[config.mk]
export PLATFORM = sky130hd
export DESIGN_NAME = stopwatch_lap_timer
export DESIGN_NICKNAME = d
export VERILOG_FILES = /design/src/rtl/stopwatch_lap_timer_pkg.sv /design/src/rtl/sw_channel.sv /design/src/rtl/stopwatch_lap_timer.sv
export SDC_FILE = /design/constraint.sdc
export NUM_CORES = 1
export LEC_CHECK = 0
export ABC_AREA = 0
export CAP_MARGIN = 20
export CORE_ASPECT_RATIO = 0.75
export CORE_UTILIZATION = 55
export CTS_CLUSTER_DIAMETER = 60
export DETAILED_ROUTE_END_ITERATION = 6
export PLACE_DENSITY_LB_ADDON = 0.12
export SLEW_MARGIN = 20
export SYNTH_ARGS = -nofsm -noshare
export SYNTH_HDL_FRONTEND = slang
export SYNTH_SLANG_ARGS = --single-unit
[constraint.sdc]
create_clock -name clk -period 3.7 [get_ports clk]
set_clock_uncertainty 0.05 [all_clocks]
set_input_delay 0.925 -clock clk [delete_from_list [all_inputs] [get_ports clk]]
set_output_delay 0.925 -clock clk [all_outputs]
set_load 0.01 [all_outputs]
[src/rtl/stopwatch_lap_timer_pkg.sv]
// Shared helpers for the stopwatch/lap-timer slice.
package stopwatch_pkg;

    // Width needed to index n channels; never less than one bit.
    function automatic int ch_idx_w(input int n);
        return (n > 1) ? $clog2(n) : 1;
    endfunction

endpackage

[src/rtl/sw_channel.sv]
// One stopwatch channel: clear > stop > start/running priority, with wrap or
// saturate at MAX on each prescaler tick.
module sw_channel
    import stopwatch_pkg::*;
#(
    parameter int DATA_WIDTH = 16,
    parameter int MAX        = 99
) (
    input  logic                  clk,
    input  logic                  reset,
    input  logic                  tick,
    input  logic                  start,
    input  logic                  stop,
    input  logic                  clear,
    input  logic                  mode_sat,
    output logic [DATA_WIDTH-1:0] count,
    output logic                  running,
    output logic                  wrap_pulse
);

    localparam logic [DATA_WIDTH-1:0] MAX_C = DATA_WIDTH'(MAX);

    logic [DATA_WIDTH-1:0] count_q, count_d;
    logic                  running_q, running_d;
    logic                  wrap_q, wrap_d;

    // NOTE: every signal gets a default at the top of always_comb so no path leaves it unassigned (no latch).
    always_comb begin
        count_d   = count_q;
        running_d = running_q;
        wrap_d    = 1'b0;
        if (clear) begin
            count_d = '0;
            if (start && !stop) running_d = 1'b1;
        end else if (stop) begin
            running_d = 1'b0;
        end else if (start || running_q) begin
            running_d = 1'b1;
            if (tick) begin
                if (count_q == MAX_C) begin
                    if (!mode_sat) begin
                        count_d = '0;
                        wrap_d  = 1'b1;
                    end
                end else begin
                    count_d = count_q + 1'b1;
                end
            end
        end
    end

    // NOTE: sequential state uses non-blocking assignments so every flop samples pre-edge values.
    always_ff @(posedge clk or posedge reset) begin
        if (reset) begin
            count_q   <= '0;
            running_q <= 1'b0;
            wrap_q    <= 1'b0;
        end else begin
            count_q   <= count_d;
            running_q <= running_d;
            wrap_q    <= wrap_d;
        end
    end

    assign count      = count_q;
    assign running    = running_q;
    assign wrap_pulse = wrap_q;

endmodule

[src/rtl/stopwatch_lap_timer.sv]
// Multi-channel stopwatch with a shared tick prescaler and a lap-capture FIFO
// drained over valid/ready.
module stopwatch_lap_timer
    import stopwatch_pkg::*;
#(
    parameter int DATA_WIDTH = 16,
    parameter int MAX        = 99,
    parameter int NUM_CH     = 4,
    parameter int PRESCALE   = 1,
    parameter int LAP_DEPTH  = 4
) (
    input  logic                             clk,
    input  logic                             reset,
    input  logic [NUM_CH-1:0]                start,
    input  logic [NUM_CH-1:0]                stop,
    input  logic [NUM_CH-1:0]                clear,
    input  logic                             mode_sat,
    input  logic [NUM_CH-1:0]                lap,
    input  logic                             lap_ready,
    output logic [NUM_CH*DATA_WIDTH-1:0]     count,
    output logic [NUM_CH-1:0]                running,
    output logic [NUM_CH-1:0]                wrap_pulse,
    output logic                             lap_valid,
    output logic [DATA_WIDTH-1:0]            lap_data,
    output logic [ch_idx_w(NUM_CH)-1:0]      lap_ch,
    output logic                             lap_overflow
);

    localparam int CH_W = ch_idx_w(NUM_CH);
    localparam int AW   = $clog2(LAP_DEPTH);
    localparam int PW   = (PRESCALE > 1) ? $clog2(PRESCALE) : 1;

    typedef struct packed {
        logic [CH_W-1:0]       ch;
        logic [DATA_WIDTH-1:0] data;
    } lap_entry_t;

    logic [PW-1:0] presc_q, presc_d;
    logic          tick;

    always_comb begin
        tick    = (presc_q == PW'(PRESCALE - 1));
        presc_d = tick ? '0 : presc_q + 1'b1;
    end

    logic [DATA_WIDTH-1:0] ch_count [NUM_CH];

    for (genvar i = 0; i < NUM_CH; i++) begin : g_ch
        sw_channel #(
            .DATA_WIDTH (DATA_WIDTH),
            .MAX        (MAX)
        ) u_ch (
            .clk        (clk),
            .reset      (reset),
            .tick       (tick),
            .start      (start[i]),
            .stop       (stop[i]),
            .clear      (clear[i]),
            .mode_sat   (mode_sat),
            .count      (ch_count[i]),
            .running    (running[i]),
            .wrap_pulse (wrap_pulse[i])
        );
        assign count[i*DATA_WIDTH +: DATA_WIDTH] = ch_count[i];
    end

    logic             lap_any, lap_multi;
    logic [CH_W-1:0]  sel;
    lap_entry_t       new_entry, head;
    lap_entry_t       mem_q [LAP_DEPTH];
    logic [AW:0]      wr_ptr_q, wr_ptr_d, rd_ptr_q, rd_ptr_d;
    logic             empty, full, push, pop;
    logic             overflow_q, overflow_d;

    // Lowest asserted lap bit wins; the downward scan lets it overwrite higher ones.
    always_comb begin
        sel = '0;
        for (int i = NUM_CH - 1; i >= 0; i--) begin
            if (lap[i]) sel = CH_W'(i);
        end
        lap_any   = |lap;
        lap_multi = (lap & (lap - 1'b1)) != '0;
        new_entry = '{ch: sel, data: ch_count[sel]};
        head      = mem_q[rd_ptr_q[AW-1:0]];
    end

    always_comb begin
        empty      = (wr_ptr_q == rd_ptr_q);
        full       = (wr_ptr_q[AW] != rd_ptr_q[AW]) && (wr_ptr_q[AW-1:0] == rd_ptr_q[AW-1:0]);
        pop        = !empty && lap_ready;
        push       = lap_any && (!full || pop);
        overflow_d = lap_multi || (lap_any && full && !pop);
        wr_ptr_d   = push ? wr_ptr_q + 1'b1 : wr_ptr_q;
        rd_ptr_d   = pop  ? rd_ptr_q + 1'b1 : rd_ptr_q;
    end

    always_ff @(posedge clk or posedge reset) begin
        if (reset) begin
            presc_q    <= '0;
            wr_ptr_q   <= '0;
            rd_ptr_q   <= '0;
            overflow_q <= 1'b0;
        end else begin
            presc_q    <= presc_d;
            wr_ptr_q   <= wr_ptr_d;
            rd_ptr_q   <= rd_ptr_d;
            overflow_q <= overflow_d;
        end
    end

    // NOTE: FIFO storage is not reset; empty-state outputs are masked to zero instead.
    always_ff @(posedge clk) begin
        if (push) mem_q[wr_ptr_q[AW-1:0]] <= new_entry;
    end

    assign lap_valid    = !empty;
    assign lap_data     = empty ? '0 : head.data;
    assign lap_ch       = empty ? '0 : head.ch;
    assign lap_overflow = overflow_q;

endmodule
==> impl_metrics.json, run 1 <==
{
  "antenna_found_initial": 0,
  "hp-class": "reg2reg",
  "synth-edff-count": 72,
  "ir_worst_vdd_mv": 0.486,
  "post_dp_cell_area_sq_mm": 0.00889,
  "cts_made_buffers": 17,
  "critical_path_class": "reg2out",
  "slew_headroom_pct": 39.8,
  "synth.avg_cell_area_sq_um": 12.1,
  "wl_per_cell_um": 22.9,
  "cts-resized-gates": 0,
  "row_count": 36,
  "final_cell_mix": "clkdlybuf4s50_1, dfrtp_1, edfxtp_1, nand2_1, nor2_1",
  "rsz0062_at_grt": "no",
  "cp.required_ns": 2.72,
  "grt_use_total_pct": 30.9,
  "overflow": 0,
  "cts_setup_buffers": 0,
  "synth.top_cell.area_share_pct": 28.3,
  "drive_gt1_share_pct": 12.3,
  "fin_setup_tns_ns": 0,
  "via_per_inst": 6.56,
  "die_w_um": 138,
  "grt_pass1_wl_um": 33000,
  "postLayoutCoreUtil_pct": 71.6,
  "post-route-period-util_pct": 92.7,
  "clk_pin_slew_ns": 0.06,
  "grt_max_degree": 53,
  "synth_ff_type": "dfrtp_1",
  "syn-instance-count": 634,
  "ys_types": 59,
  "dr.pass1.iters": 7,
  "final.min_clock_period_ns": 3.43,
  "grt_pass1_vias": 5802,
  "pwr_density_cell_mw_per_mm2": 620,
  "postRouteAntennaNets": 0,
  "start_kind": "register",
  "design_area_sq_mm": 0.00952,
  "vias": 6086,
  "synth_largest_area_cell": "edfxtp_1",
  "clk_path_buf_depth": 2,
  "drc_errors": 32,
  "synth.area.top_cells": "edfxtp_1, dfrtp_1, mux4_2, nand2_1, a21oi_1",
  "initial_core_util_pct": 57.5,
  "dieArea_sq_mm": 0.0144,
  "synth_area_sq_mm": 0.00764,
  "dpl.cell_count": 895,
  "fmax_mhz": 291,
  "core_area_sq_mm": 0.0133,
  "ys_seq_area_share_pct": 54.1,
  "finalSetupViolCount": 0,
  "worstSkewPairLatency_ns": 0.43,
  "hold_viol": 0,
  "cp-end-kind": "output port",
  "crit_fanout": 18,
  "area_delta_synth_final_pct": 24.5,
  "layout.nets": 772,
  "finalWirelength_um": 21200,
  "cap_violations": 0,
  "ff2ff_setup_slack_ns": 1.16,
  "violations": "DRC",
  "drt-initial-drc-count": 634,
  "fin_cells": 928,
  "cts_root_buf": "clkbuf_16",
  "ios": 112,
  "cts_tree": "built",
  "port_buffers": 111,
  "synth-seq-cells": 151,
  "yosys_warnings": 0,
  "ff2ff_path_depth": 6,
  "synth.net_count": 663,
  "arrival_ns": 2.46,
  "status": "complete, but fails checks",
  "cts-htree-levels": 4,
  "holdPathStages": 1,
  "fp.dieH_um": 104,
  "slew_violations": 0,
  "gp_congestion": 0.920,
  "async_flop_share_pct": 52.3,
  "p_leak_nw": 3.66,
  "dp_hpwl_um": 14600,
  "final_common_cell": "clkdlybuf4s50_1",
  "worstMarginPinSlew_ns": 0.896,
  "cts_hold_buf": 0,
  "clock_sinks": 151
}
## synthesized netlist by cell type (4+ instances only)
| cell type | n |
|---|---|
| a211o_1 | 9 |
| a21o_1 | 9 |
| a21oi_1 | 30 |
| a221o_1 | 4 |
| a22o_1 | 4 |
| a311oi_1 | 4 |
| and2_1 | 5 |
| and3_1 | 13 |
| and4_1 | 9 |
| buf_2 | 11 |
| buf_4 | 9 |
| clkbuf_1 | 12 |
| dfrtp_1 | 79 |
| edfxtp_1 | 72 |
| ha_1 | 9 |
| inv_1 | 22 |
| mux2i_1 | 7 |
| mux4_2 | 34 |
| nand2_1 | 44 |
| nand3_1 | 21 |
| nand4_1 | 15 |
| nor2_1 | 35 |
| nor2b_1 | 19 |
| nor3_1 | 26 |
| nor3b_1 | 4 |
| nor4_1 | 13 |
| nor4b_1 | 4 |
| nor4bb_1 | 4 |
| o21ai_0 | 28 |
| o21bai_1 | 6 |
| o22ai_1 | 5 |
| or3_1 | 13 |
| xnor2_1 | 7 |
| xor2_1 | 7 |
## layer usage
metal	global-route usage (%)	vias up	share of wire, %
li1	-	2670	-
met1	41.4	3018	40
met2	46.8	353	47
met3	10.5	45	10
met4	11.8	0	2.6
met5	0	-	0
## power breakdown
| part | total, W | switching, W | internal [W] |
|---|---|---|---|
| combinational | 0.00178 | 0.000870 | 0.000908 |
| clock | 0.00182 | 0.000683 | 0.00114 |
| sequential | 0.00230 | 0.000134 | 0.00216 |
| total | 0.00590 | 0.00169 | 0.00421 |
## cells by family after synthesis
kind of cell    Yosys count  share of synthesized area, %
buf+inv                  59                          3.76
xor+xnor                 14                          1.60
fa+ha+maj                 9                          1.47
compound gates          119                          10.4
flops                   151                          54.1
simple gates            240                          17.5
mux                      42                          11.1
## flip-flops by register name, summed over array words and instances (netlist names)
| signal | flops |
|---|---|
| lap_overflow | 1 |
| rd_ptr_q | 3 |
| g_ch.u_ch.wrap_pulse | 4 |
| g_ch.u_ch.count | 64 |
| g_ch.u_ch.running | 4 |
| mem_q | 72 |
| wr_ptr_q | 3 |
## worst paths after layout
| path | to | start |
|---|---|---|
| worst max register to register | g_ch[2].u_ch.count[1] | g_ch[2].u_ch.count[1] |
| worst max-delay path | lap_data[4] | rd_ptr_q[0] |
| worst min-delay path | rd_ptr_q[2] | rd_ptr_q[2] |
| worst min register to register | rd_ptr_q[2] | rd_ptr_q[2] |
| max in group asynchronous | rd_ptr_q[2] | reset |
| min in group asynchronous | g_ch[3].u_ch.count[9] | reset |
## critical path, stage by stage (launching register included)
cell and delay, ns:
dfrtp_1 0.42, buf_4 0.38, mux4_2 0.55, nor2b_1 0.16, clkdlybuf4s50_1 0.51
## metrics by stage
| step | hold WS [ns] | worst slack, ns | power (W) |
|---|---|---|---|
| finish | 0.431 | 0.268 | 0.00590 |
| global route | 0.455 | 0.153 | 0.00615 |
| CTS | 0.438 | 0.241 | 0.00594 |
| detailed placement | 0.430 | 0.497 | 0.00409 |
| global placement | 0.425 | 0.593 | 0.00404 |
| floorplan | 0.410 | 0.702 | 0.00330 |
## area by class of cell
cell class | count | area [sq um]
Sequential cell | 151 | 4140
Fill cell | 901 | 3770
Multi-Input combinational cell | 424 | 3230
Timing Repair Buffer | 127 | 1230
Clock buffer | 19 | 443
Tap cell | 171 | 214
Clock inverter | 13 | 178
Inverter | 22 | 83.8
Antenna cell | 1 | 2.50
(Power assumes the default switching activity.)
==> inputs of run 2 (changes only) <==
Settings changed: CORE_MARGIN set to 2.
==> run 2 against run 1 <==
- utilization down 1.9 points
- largest cell class unchanged
- hold slack better by 0.0098 ns
- combinational power is essentially flat
- via count rose by 0.36%
- register-to-register slack got worse by 0.03 ns
- the run still ends with DRC left
- non-clock buffer count stayed put
==> impl_metrics.json, run 2 (same netlist as run 1, synthesis figures left out) <==
{
  "postRouteAntennaNets": 0,
  "antenna_found_initial": 0,
  "fill_cells": 964,
  "timing.rr.end": "g_ch[2].u_ch.count[1]",
  "regArea_sq_mm": 0.00414,
  "ff2ff_setup_slack_ns": 1.13,
  "dr.pass1.iters": 7,
  "row_count": 37,
  "gp_congestion": 0.920,
  "slew_violations": 0,
  "cts_made_buffers": 17,
  "status": "complete, but fails checks",
  "grt_use_total_pct": 29.4,
  "start_kind": "register",
  "grt_pass1_vias": 5911,
  "cap_violations": 0,
  "clk_pin_slew_ns": 0.06,
  "cts_tree": "built",
  "setup_slack_ns": 0.283,
  "area_delta_synth_final_pct": 24.6,
  "cts_setup_buffers": 0,
  "grt_pass1_wl_um": 33000,
  "layout.nets": 772,
  "clock_sinks": 151,
  "fp.dieH_um": 106,
  "arrival_ns": 2.44,
  "fin_setup_tns_ns": 0,
  "p_leak_nw": 3.65,
  "multi_input_area_sq_mm": 0.00323,
  "cts_root_buf": "clkbuf_16",
  "cp.required_ns": 2.72,
  "critPathCapture": "lap_data[3]",
  "cp-end-kind": "output port",
  "ios": 112,
  "pwr_density_cell_mw_per_mm2": 609,
  "dp_hpwl_um": 14600,
  "largest_reg_flops": 72,
  "final.min_clock_period_ns": 3.42,
  "post-route-period-util_pct": 92.4,
  "wl_per_cell_um": 22.5,
  "final_cell_mix": "clkdlybuf4s50_1, dfrtp_1, edfxtp_1, nand2_1, nor2_1",
  "vias": 6108,
  "pre_cts_slack_ns": 0.282,
  "crit_fanout": 18,
  "violations": "DRC",
  "grt_max_degree": 45,
  "rsz0062_at_grt": "no",
  "via_per_inst": 6.56,
  "port_buffers": 111,
  "hold_viol": 0,
  "antenna_cells": 0,
  "drc_errors": 11,
  "finalSetupViolCount": 0,
  "cts_hold_buf": 0,
  "cp-startpoint": "rd_ptr_q[0]",
  "core_area_sq_mm": 0.0137,
  "initial_core_util_pct": 56.0,
  "rr_startpoint": "g_ch[2].u_ch.count[0]",
  "slew_headroom_pct": 41.0,
  "worstMarginPinSlew_ns": 0.879,
  "fmax_mhz": 293,
  "final_common_cell": "clkdlybuf4s50_1",
  "drt-initial-drc-count": 690,
  "ir_worst_vdd_mv": 0.471,
  "hp-class": "reg2reg",
  "critical_path_class": "reg2out",
  "worstSkewPairLatency_ns": 0.43,
  "clk_path_buf_depth": 2,
  "die_w_um": 140,
  "overflow": 0,
  "finalWirelength_um": 20900,
  "cts-htree-levels": 4,
  "drive_gt1_share_pct": 12.4,
  "ff2ff_path_depth": 6,
  "dieArea_sq_mm": 0.0149,
  "cts-resized-gates": 0
}
-- run 2: worst max-delay path, cell delays in order, from the launching register on --
cell             delay [ns]
dfrtp_1                0.43
buf_4                  0.38
mux4_2                 0.57
nor2b_1                0.15
clkdlybuf4s50_1        0.48
-- run 2: per-layer routing --
| metal | vias up | part of all wire, % | wire (um) | GRT usage (%) |
|---|---|---|---|---|
| met1 | 3032 | 41 | 8570 | 41.8 |
| li1 | 2656 | - | - | - |
| met4 | 0 | 2.8 | 584 | 11.8 |
| met2 | 360 | 47 | 9760 | 44.5 |
| met5 | - | 0 | 0 | 0 |
| met3 | 60 | 9.7 | 2020 | 6.80 |
-- run 2: worst min path at each step --
stage                start           to  slack (ns)  cells after the start
6_report       wr_ptr_q[2]  wr_ptr_q[2]        0.44                      1
5_1_grt        wr_ptr_q[2]  wr_ptr_q[2]        0.46                      1
4_1_cts        wr_ptr_q[2]  wr_ptr_q[2]        0.44                      1
3_5_place_dp   wr_ptr_q[2]  wr_ptr_q[2]        0.43                      1
3_3_place_gp   rd_ptr_q[2]  rd_ptr_q[2]        0.42                      1
2_1_floorplan  wr_ptr_q[2]  wr_ptr_q[2]        0.41                      1
-- run 2: where the power goes --
part | internal [W] | switching [W] | total, W
Sequential | 0.00216 | 0.000123 | 0.00229
Clock | 0.00106 | 0.000689 | 0.00175
Combinational | 0.000910 | 0.000851 | 0.00176
Total | 0.00413 | 0.00166 | 0.00580
-- run 2: area by class of cell --
type | instances | share of cell area, %
Sequential cell | 151 | 43.5
Timing Repair Buffer | 127 | 13.1
Clock inverter | 15 | 1.85
Clock buffer | 17 | 4.47
Inverter | 22 | 0.881
Multi-Input combinational cell | 424 | 34.0
Tap cell | 175 | 2.30
-- run 2: stage by stage --
stage	hold slack [ns]	cells	power, W	area [sq um]	utilization, %
floorplan	0.410	634	0.00330	7640	-
global placement	0.423	899	0.00405	8910	65.2
detailed placement	0.430	899	0.00409	8910	65.2
CTS	0.441	931	0.00585	9510	69.6
global route	0.463	931	0.00608	9520	69.7
finish	0.441	931	0.00580	9520	69.7
==> inputs of run 3 (changes only) <==
Settings changed: CAP_MARGIN 20 to 30, SLEW_MARGIN 20 to unset.
==> run 3 against run 2 <==
- the flow still finishes with violations (DRC)
- hold slack worse by 0.0051 ns
- die area is the same
- non-clock buffer count is 2 higher
- final cell count up 0.21%
- design area is 0.46% higher
- first-iteration DRC count is 13% higher
- setup slack better by 0.0089 ns
- clock power grew 7%
- clock-buffer cell count grew 1
- critical path depth unchanged
- largest cell class unchanged
==> impl_metrics.json, run 3 (same netlist as run 1, synthesis figures left out) <==
{
  "start_kind": "register",
  "wl_per_cell_um": 22.5,
  "worstMarginPinSlew_ns": 0.882,
  "dieArea_sq_mm": 0.0149,
  "drc_errors": 20,
  "ios": 112,
  "cpPeakStageDelay_ns": 0.56,
  "status": "complete, but fails checks",
  "via_per_inst": 6.48,
  "clkPwrFrac_pct": 31.7,
  "netSwitchingFraction_pct": 28.1,
  "clk_pin_slew_ns": 0.06,
  "area_delta_synth_final_pct": 25.1,
  "row_count": 37,
  "post-route-period-util_pct": 92.1,
  "clock_sinks": 151,
  "fin_setup_tns_ns": 0,
  "core_area_sq_mm": 0.0137,
  "cp-end-kind": "output port",
  "hp-class": "reg2reg",
  "drive_gt1_share_pct": 12.5,
  "cp.required_ns": 2.72,
  "intPower_w": 0.00426,
  "antenna_found_initial": 1,
  "critical_path_class": "reg2out",
  "cp_cell_sequence": "buf_4 -> mux4_2 -> nor2b_1 -> clkdlybuf4s50_1",
  "rsz0062_at_grt": "no",
  "dp_hpwl_um": 14600,
  "port_buffers": 111,
  "violations": "DRC",
  "power.total_w": 0.00593,
  "slew_headroom_pct": 41.2,
  "crit_fanout": 18,
  "grt_max_degree": 45,
  "slew_violations": 0,
  "vias": 6050,
  "holdWs_ns": 0.436,
  "cts_setup_buffers": 0,
  "fp.dieH_um": 106,
  "fmax_mhz": 293,
  "grt_pass1_vias": 5795,
  "overflow": 0,
  "initial_core_util_pct": 56.0,
  "final_common_cell": "clkdlybuf4s50_1",
  "worstSkewPairLatency_ns": 0.43,
  "grt_use_total_pct": 29.3,
  "finalSetupViolCount": 0,
  "fill_cells": 942,
  "postRouteAntennaNets": 0,
  "sequentialPowerShare_pct": 38.6,
  "gp_congestion": 0.920,
  "cap_violations": 0,
  "finalWirelength_um": 21000,
  "ir_worst_vdd_mv": 0.509,
  "pwr_density_cell_mw_per_mm2": 620,
  "final.min_clock_period_ns": 3.41,
  "cts_hold_buf": 0,
  "cts-resized-gates": 0,
  "p_leak_nw": 3.68,
  "worst_path_max_delay_cell": "mux4_2",
  "dr.pass1.iters": 7,
  "cts_made_buffers": 17,
  "p_comb_share_pct": 29.7,
  "layout.nets": 774,
  "arrival_ns": 2.43,
  "drt-initial-drc-count": 781,
  "final_cell_mix": "clkdlybuf4s50_1, dfrtp_1, edfxtp_1, nand2_1, nor2_1",
  "p_sw_w": 0.00167,
  "hold_viol": 0,
  "largest_reg_flops": 72,
  "cts_tree": "built",
  "clk_path_buf_depth": 2,
  "cts-htree-levels": 4,
  "grt_pass1_wl_um": 32900,
  "cts_root_buf": "clkbuf_16",
  "die_w_um": 140
}
## run 3: changes by cell type in the layout (fill, tap and decap cells not counted), moves of 2 or more
cell and delta:
bufinv_16 +2, clkinv_1 -2, clkinv_2 +2, clkinv_4 -3
## run 3: worst paths after layout
kind                                       startpoint                endpoint  slack (ns)  cells after the start
worst max-delay path                      rd_ptr_q[0]             lap_data[3]        0.29                      4
worst min-delay path                      wr_ptr_q[2]             wr_ptr_q[2]        0.44                      1
worst max register to register  g_ch[2].u_ch.count[1]  g_ch[2].u_ch.count[13]        1.17                      6
worst min register to register            wr_ptr_q[2]             wr_ptr_q[2]        0.44                      1
max in group asynchronous                       reset             wr_ptr_q[2]        1.97                      3
min in group asynchronous                       reset   g_ch[1].u_ch.count[8]        0.93                      2
## run 3: stage by stage
stage	cell area, sq um	util (%)	setup WS, ns	std cells
after floorplan	7640	-	0.702	634
after global placement	8910	65.2	0.343	899
after detailed placement	8930	65.4	0.655	901
after CTS	9560	70.0	0.244	932
after global routing	9560	70.0	0.166	932
final	9560	70.0	0.291	933
## run 3: final cells by class
| cell class | count | area (sq um) | area share [%] |
|---|---|---|---|
| Antenna cell | 1 | 2.50 | 0.0262 |
| Clock buffer | 18 | 429 | 4.49 |
| Clock inverter | 13 | 204 | 2.13 |
| Inverter | 22 | 83.8 | 0.877 |
| Multi-Input combinational cell | 424 | 3220 | 33.7 |
| Sequential cell | 151 | 4140 | 43.3 |
| Tap cell | 175 | 219 | 2.29 |
| Timing Repair Buffer | 129 | 1270 | 13.2 |
## run 3: worst max-delay path: cells and delay by family (launching register included)
kind | cells | cell delay, ns
buffers and inverters | 2 | 0.86
muxes | 1 | 0.56
DFF | 1 | 0.42
and+or+nand+nor | 1 | 0.15
## run 3: per-layer routing
| metal | up-vias | GRT usage [%] | part of all wire [%] |
|---|---|---|---|
| met5 | - | 0 | 0 |
| met4 | 0 | 9.45 | 2.1 |
| met3 | 45 | 6.31 | 10 |
| met2 | 353 | 44.6 | 46 |
| met1 | 2994 | 42.7 | 42 |
| li1 | 2658 | - | - |
## run 3: power groups by stage
stage	sequential [W]	clock (W)	combinational, W
after floorplan	0.00228	0	0.00102
after global placement	0.00229	0	0.00176
after detailed placement	0.00232	0	0.00177
after CTS	0.00229	0.00189	0.00179
after global routing	0.00232	0.00197	0.00191
final	0.00229	0.00188	0.00176
